$ cat src/rtl/page_illm_d1_row_gather_if.sv
// Lane-side and row-side handshake bundle for the row gather stage.
// The slave modport is the gather stage; the master modport is its environment.
interface page_illm_d1_row_gather_if #(
    parameter int W     = 16,
    parameter int CNT_W = 16
);
    logic [W-1:0]     a_d [8];
    logic [7:0]       a_e;
    logic [7:0]       a_v;
    logic [7:0]       a_b;
    logic [8*W-1:0]   row_d;
    logic             row_e;
    logic             row_v;
    logic             row_b;
    logic [CNT_W-1:0] rows_cnt;
    logic             eos_err;

    modport master (
        output a_d, a_e, a_v, row_b,
        input  a_b, row_d, row_e, row_v, rows_cnt, eos_err
    );

    modport slave (
        input  a_d, a_e, a_v, row_b,
        output a_b, row_d, row_e, row_v, rows_cnt, eos_err
    );
endinterface

$ cat src/rtl/page_illm_d1_row_gather.sv
// Collects one token per lane from eight independent queues and issues one aligned
// 8-word row (or a single eos row) per firing to the 1-D IDCT datapath.
module page_illm_d1_row_gather #(
    parameter int W     = 16,
    parameter int CNT_W = 16
) (
    input  logic clock,
    input  logic reset,
    page_illm_d1_row_gather_if.slave bus
);
    typedef enum logic {COLLECT = 1'b0, DONE = 1'b1} state_t;

    state_t           state_reg, state_next;
    logic [W-1:0]     hd_reg [8];
    logic [7:0]       he_reg;
    logic [7:0]       full_reg;
    logic [7:0]       lane_b;
    logic [8*W-1:0]   hold_row;
    logic [8*W-1:0]   row_d_reg;
    logic             row_e_reg;
    logic             row_v_reg;
    logic [CNT_W-1:0] rows_cnt_reg;
    logic             eos_err_reg;

    logic out_free, fire, fire_data, fire_eos, fire_mixed, handoff;

    // Output register can take a new row if empty or being drained on this edge.
    assign handoff  = row_v_reg & ~bus.row_b;
    assign out_free = ~row_v_reg | ~bus.row_b;

    genvar gi;
    generate
        for (gi = 0; gi < 8; gi++) begin : g_lane
            assign lane_b[gi]               = reset | full_reg[gi] | (state_reg == DONE);
            assign hold_row[gi*W +: W]      = hd_reg[gi];

            always_ff @(posedge clock) begin
                if (reset) begin
                    full_reg[gi] <= 1'b0;
                    he_reg[gi]   <= 1'b0;
                    hd_reg[gi]   <= '0;
                end else if (fire) begin
                    full_reg[gi] <= 1'b0;
                end else if (bus.a_v[gi] && !lane_b[gi]) begin
                    full_reg[gi] <= 1'b1;
                    he_reg[gi]   <= bus.a_e[gi];
                    hd_reg[gi]   <= bus.a_d[gi];
                end
            end
        end
    endgenerate

    assign bus.a_b = lane_b;

    always_comb begin
        state_next = state_reg;
        fire       = 1'b0;
        fire_data  = 1'b0;
        fire_eos   = 1'b0;
        fire_mixed = 1'b0;
        if (state_reg == COLLECT && (&full_reg) && out_free) begin
            fire = 1'b1;
            if (he_reg == 8'h00) begin
                fire_data = 1'b1;
            end else if (he_reg == 8'hFF) begin
                fire_eos   = 1'b1;
                state_next = DONE;
            end else begin
                fire_mixed = 1'b1;
            end
        end
    end

    always_ff @(posedge clock) begin
        if (reset) begin
            state_reg <= COLLECT;
        end else begin
            state_reg <= state_next;
        end
    end

    always_ff @(posedge clock) begin
        if (reset) begin
            row_d_reg    <= '0;
            row_e_reg    <= 1'b0;
            row_v_reg    <= 1'b0;
            rows_cnt_reg <= '0;
            eos_err_reg  <= 1'b0;
        end else begin
            if (fire_data) begin
                row_d_reg <= hold_row;
                row_e_reg <= 1'b0;
                row_v_reg <= 1'b1;
            end else if (fire_eos) begin
                row_d_reg <= '0;
                row_e_reg <= 1'b1;
                row_v_reg <= 1'b1;
            end else if (handoff) begin
                row_v_reg <= 1'b0;
            end
            // Only data rows count; the eos row is a stream marker.
            if (handoff && !row_e_reg) begin
                rows_cnt_reg <= rows_cnt_reg + 1'b1;
            end
            if (fire_mixed) begin
                eos_err_reg <= 1'b1;
            end
        end
    end

    assign bus.row_d    = row_d_reg;
    assign bus.row_e    = row_e_reg;
    assign bus.row_v    = row_v_reg;
    assign bus.rows_cnt = rows_cnt_reg;
    assign bus.eos_err  = eos_err_reg;
endmodule

$ cat src/flat_wrapper.sv
// flat-port wrapper written by rule: the top's interface ports become plain ports
module page_illm_d1_row_gather_flat 
#(
    parameter int W     = 16,
    parameter int CNT_W = 16
)
  (clock, reset, bus_a_d, bus_a_e, bus_a_v, bus_row_b, bus_a_b, bus_row_d, bus_row_e, bus_row_v, bus_rows_cnt, bus_eos_err);
  page_illm_d1_row_gather_if #(.W(W), .CNT_W(CNT_W)) bus_i ();
  input  logic clock;
  input  logic reset;
  input wire logic [$bits(bus_i.a_d)-1:0] bus_a_d;
  input wire logic [$bits(bus_i.a_e)-1:0] bus_a_e;
  input wire logic [$bits(bus_i.a_v)-1:0] bus_a_v;
  input wire logic [$bits(bus_i.row_b)-1:0] bus_row_b;
  output wire logic [$bits(bus_i.a_b)-1:0] bus_a_b;
  output wire logic [$bits(bus_i.row_d)-1:0] bus_row_d;
  output wire logic [$bits(bus_i.row_e)-1:0] bus_row_e;
  output wire logic [$bits(bus_i.row_v)-1:0] bus_row_v;
  output wire logic [$bits(bus_i.rows_cnt)-1:0] bus_rows_cnt;
  output wire logic [$bits(bus_i.eos_err)-1:0] bus_eos_err;
  assign bus_i.a_d = {>>{bus_a_d}};
  assign bus_i.a_e = bus_a_e;
  assign bus_i.a_v = bus_a_v;
  assign bus_i.row_b = bus_row_b;
  assign bus_a_b = bus_i.a_b;
  assign bus_row_d = bus_i.row_d;
  assign bus_row_e = bus_i.row_e;
  assign bus_row_v = bus_i.row_v;
  assign bus_rows_cnt = bus_i.rows_cnt;
  assign bus_eos_err = bus_i.eos_err;
  page_illm_d1_row_gather #(.W(W), .CNT_W(CNT_W)) u_core (.clock(clock), .reset(reset), .bus(bus_i));
endmodule
$ cat config.mk
export PLATFORM = sky130hd
export DESIGN_NAME = page_illm_d1_row_gather_flat
export DESIGN_NICKNAME = d
export VERILOG_FILES = /design/src/rtl/page_illm_d1_row_gather_if.sv /design/src/rtl/page_illm_d1_row_gather.sv /design/src/flat_wrapper.sv
export SDC_FILE = /design/constraint.sdc
export NUM_CORES = 1
export LEC_CHECK = 0
export CORE_MARGIN = 4
export CORE_UTILIZATION = 51
export CTS_CLUSTER_SIZE = 20
export DETAILED_ROUTE_END_ITERATION = 8
export HOLD_SLACK_MARGIN = 0.03
export PLACE_DENSITY = 0.94
export SLEW_MARGIN = 0
export SYNTH_ARGS = -nofsm -noshare
export SYNTH_HDL_FRONTEND = slang
export SYNTH_SLANG_ARGS = --single-unit
$ cat constraint.sdc
create_clock -name clock -period 4.3 [get_ports clock]
set_input_delay 0.86 -clock clock [delete_from_list [all_inputs] [get_ports clock]]
set_output_delay 0.86 -clock clock [all_outputs]
set_load 0.005 [all_outputs]
==> out/qor.yml <==
status: "finished, final reports clean"
post-synth-top-area-cell: "edfxtp_1"
cts_hold_buf: 0
port-buffer-count: 301
arrival_ns: 2.70
drc_errors: 0
cts.sinks: 292
yosys_register_bits: 292
drive_above_1_share_pct: 7.33
viasPerCell: 5.66
firstDrtPassIters: 5
fin_worst_skew_ns: 0.0147
grt_first_pass_wirelength_um: 43700
yosysTopAreaCellShare_pct: 37.3
hold_viol: 0
avgSynthCellArea_um2: 13.6
slew_violations: 0
critical_path_peak_fanout: 11
power.leakage_nw: 5.35
setup_tns_ns: 0
yosys_warnings: 0
required_ns: 3.44
post_cts_buffers: 0
async_flop_share_pct: 0
ys_types: 35
cap_violations: 0
synthesis.nets: 904
fp-row-count: 51
critPathKind: "in2out"
hold_class: "reg2reg"
clkTransAtPathRegs_ns: 0.06
final_common_cell: "clkdlybuf4s50_1"
p_total_mw: 6.00
cts_buffers: 29
antenna_found_initial: 2
insertion_delay_ns: 0.54
start_util_pct: 52.4
boundaryPins: 302
final_cell_mix: "clkdlybuf4s50_1 (301), dfxtp_1 (164), a32o_1 (128), and2_1 (128), edfxtp_1 (128)"
finalCritPeriodShare_pct: 82.8
postLayoutCellArea_mm2: 0.0146
antenna_left: 0
worstSetupStartpointType: "primary input"
synth-edff-count: 128
end_kind: "output port"
worst_pin_slew_ns: 1.05
avgRoutedWirePerCell_um: 21.5
nets: 1204
synth_area_leaders: "edfxtp_1 (37%), dfxtp_1 (32%), a32o_1 (12%)"
die_area_mm2: 0.0225
setup-violations-final: 0
timing.final.crit_period_ns: 3.56
rsz0062_at_grt: "false"
cts_resized: 0
h-tree-depth: 1
grt_max_degree: 85
max_freq_mhz: 281
yosysSeqAreaShare_pct: 69.2
die_w_um: 150
cts_buffer_depth: 3
place_congestion: 0.830
via_count: 7611
synthCells: 756
gr-total-overflow: 0
netlist_area_mm2: 0.0103
hpwl_um: 19400
slew-limit-headroom_pct: 29.5
ys.flop_type: "dfxtp_1"
placed_area_mm2: 0.0136
die_y_um: 150
fillers: 1246
routed_wl_um: 28900
dr.first_iter.drc_count: 540
grt_util_all_layers_pct: 24.7
fin_util_pct: 74.4
grt_pass1_vias: 8084
ir_worst_vdd_uv: 334
cts_tree: "yes"
coreArea_mm2: 0.0197
syn2layout_area_growth_pct: 42.0
clockRootBuffer: "clkbuf_16"
powerDensity_mw_per_mm2: 410
-- path summary, 6_finish.rpt --
check,to,from,slack [ns],cells after the start
hold reg to reg,u_core.bus.row_d[125],u_core.hd_reg[1][61],0.46,1
setup / recovery,bus_a_b[2],reset,0.74,3
setup reg to reg,u_core.bus.row_d[85],u_core.state_reg,1.61,5
hold / removal,u_core.bus.row_d[125],u_core.hd_reg[1][61],0.46,1
-- logic make-up (layout without fill, tap and decap cells) --
family | Yosys count | count (layout) | share of synthesized area [%]
adders and majority gates | 1 | 1 | 0.121
buffers and inverters | 67 | 389 | 2.84
DFF | 292 | 292 | 69.2
AOI/OAI and AO/OA | 172 | 172 | 14.9
other | 0 | 1 | 0
and+or+nand+nor | 216 | 216 | 12.3
xor gates and xnor gates | 8 | 8 | 0.680
-- Yosys cell counts, types with 2 or more instances --
| cell type | count |
|---|---|
| a32o_1 | 128 |
| clkbuf_1 | 28 |
| inv_1 | 9 |
| o21ai_1 | 4 |
| dfxtp_1 | 164 |
| o21ai_0 | 17 |
| and4_1 | 2 |
| nand4_1 | 5 |
| and2_1 | 128 |
| and3_1 | 3 |
| a21oi_1 | 11 |
| nand2_1 | 25 |
| nand3_1 | 7 |
| xnor2_1 | 4 |
| or3_1 | 12 |
| edfxtp_1 | 128 |
| xor2_1 | 4 |
| or4_1 | 5 |
| nor2_1 | 20 |
| o31ai_1 | 3 |
| nor3b_1 | 2 |
| a21o_1 | 8 |
| buf_2 | 27 |
-- stage by stage --
| step | instances | hold slack (ns) | worst slack, ns |
|---|---|---|---|
| 2_1_floorplan | 756 | 0.435 | 1.31 |
| 3_3_place_gp | 1290 | 0.435 | 0.690 |
| 3_5_place_dp | 1290 | 0.445 | 0.757 |
| 4_1_cts | 1343 | 0.458 | 0.706 |
| 5_1_grt | 1344 | 0.477 | 0.697 |
| 6_report | 1344 | 0.456 | 0.741 |
-- area by class of cell --
cell class,count,area (um2),share of cell area (%)
Antenna cell,1,2.50,0.0171
Inverter,10,40.0,0.274
Tap cell,265,332,2.27
Multi-Input combinational cell,397,2900,19.8
Timing Repair Buffer,326,3230,22.1
Clock inverter,13,173,1.18
Clock buffer,40,827,5.65
Sequential cell,292,7130,48.7
-- routing by layer --
| layer | vias to the layer above | GRT usage, % | share of wire (%) |
|---|---|---|---|
| met5 | - | 0 | 0.045 |
| met4 | 2 | 9.79 | 4.0 |
| met3 | 80 | 5.84 | 8.0 |
| met2 | 330 | 43.7 | 51 |
| met1 | 3730 | 29.0 | 37 |
| li1 | 3469 | - | - |
-- worst max-delay path: stages --
cell and delay [ns]:
clkdlybuf4s50_1 0.78, or3_1 0.57, clkdlybuf4s50_1 0.48
-- power breakdown --
| part | switching, mW | internal (mW) | total [mW] |
|---|---|---|---|
| clock | 1.03 | 1.58 | 2.61 |
| sequential | 0.0459 | 3.02 | 3.06 |
| combinational | 0.144 | 0.183 | 0.327 |
| total | 1.22 | 4.78 | 6.00 |
No activity file was read; power rests on OpenSTA's default activity.
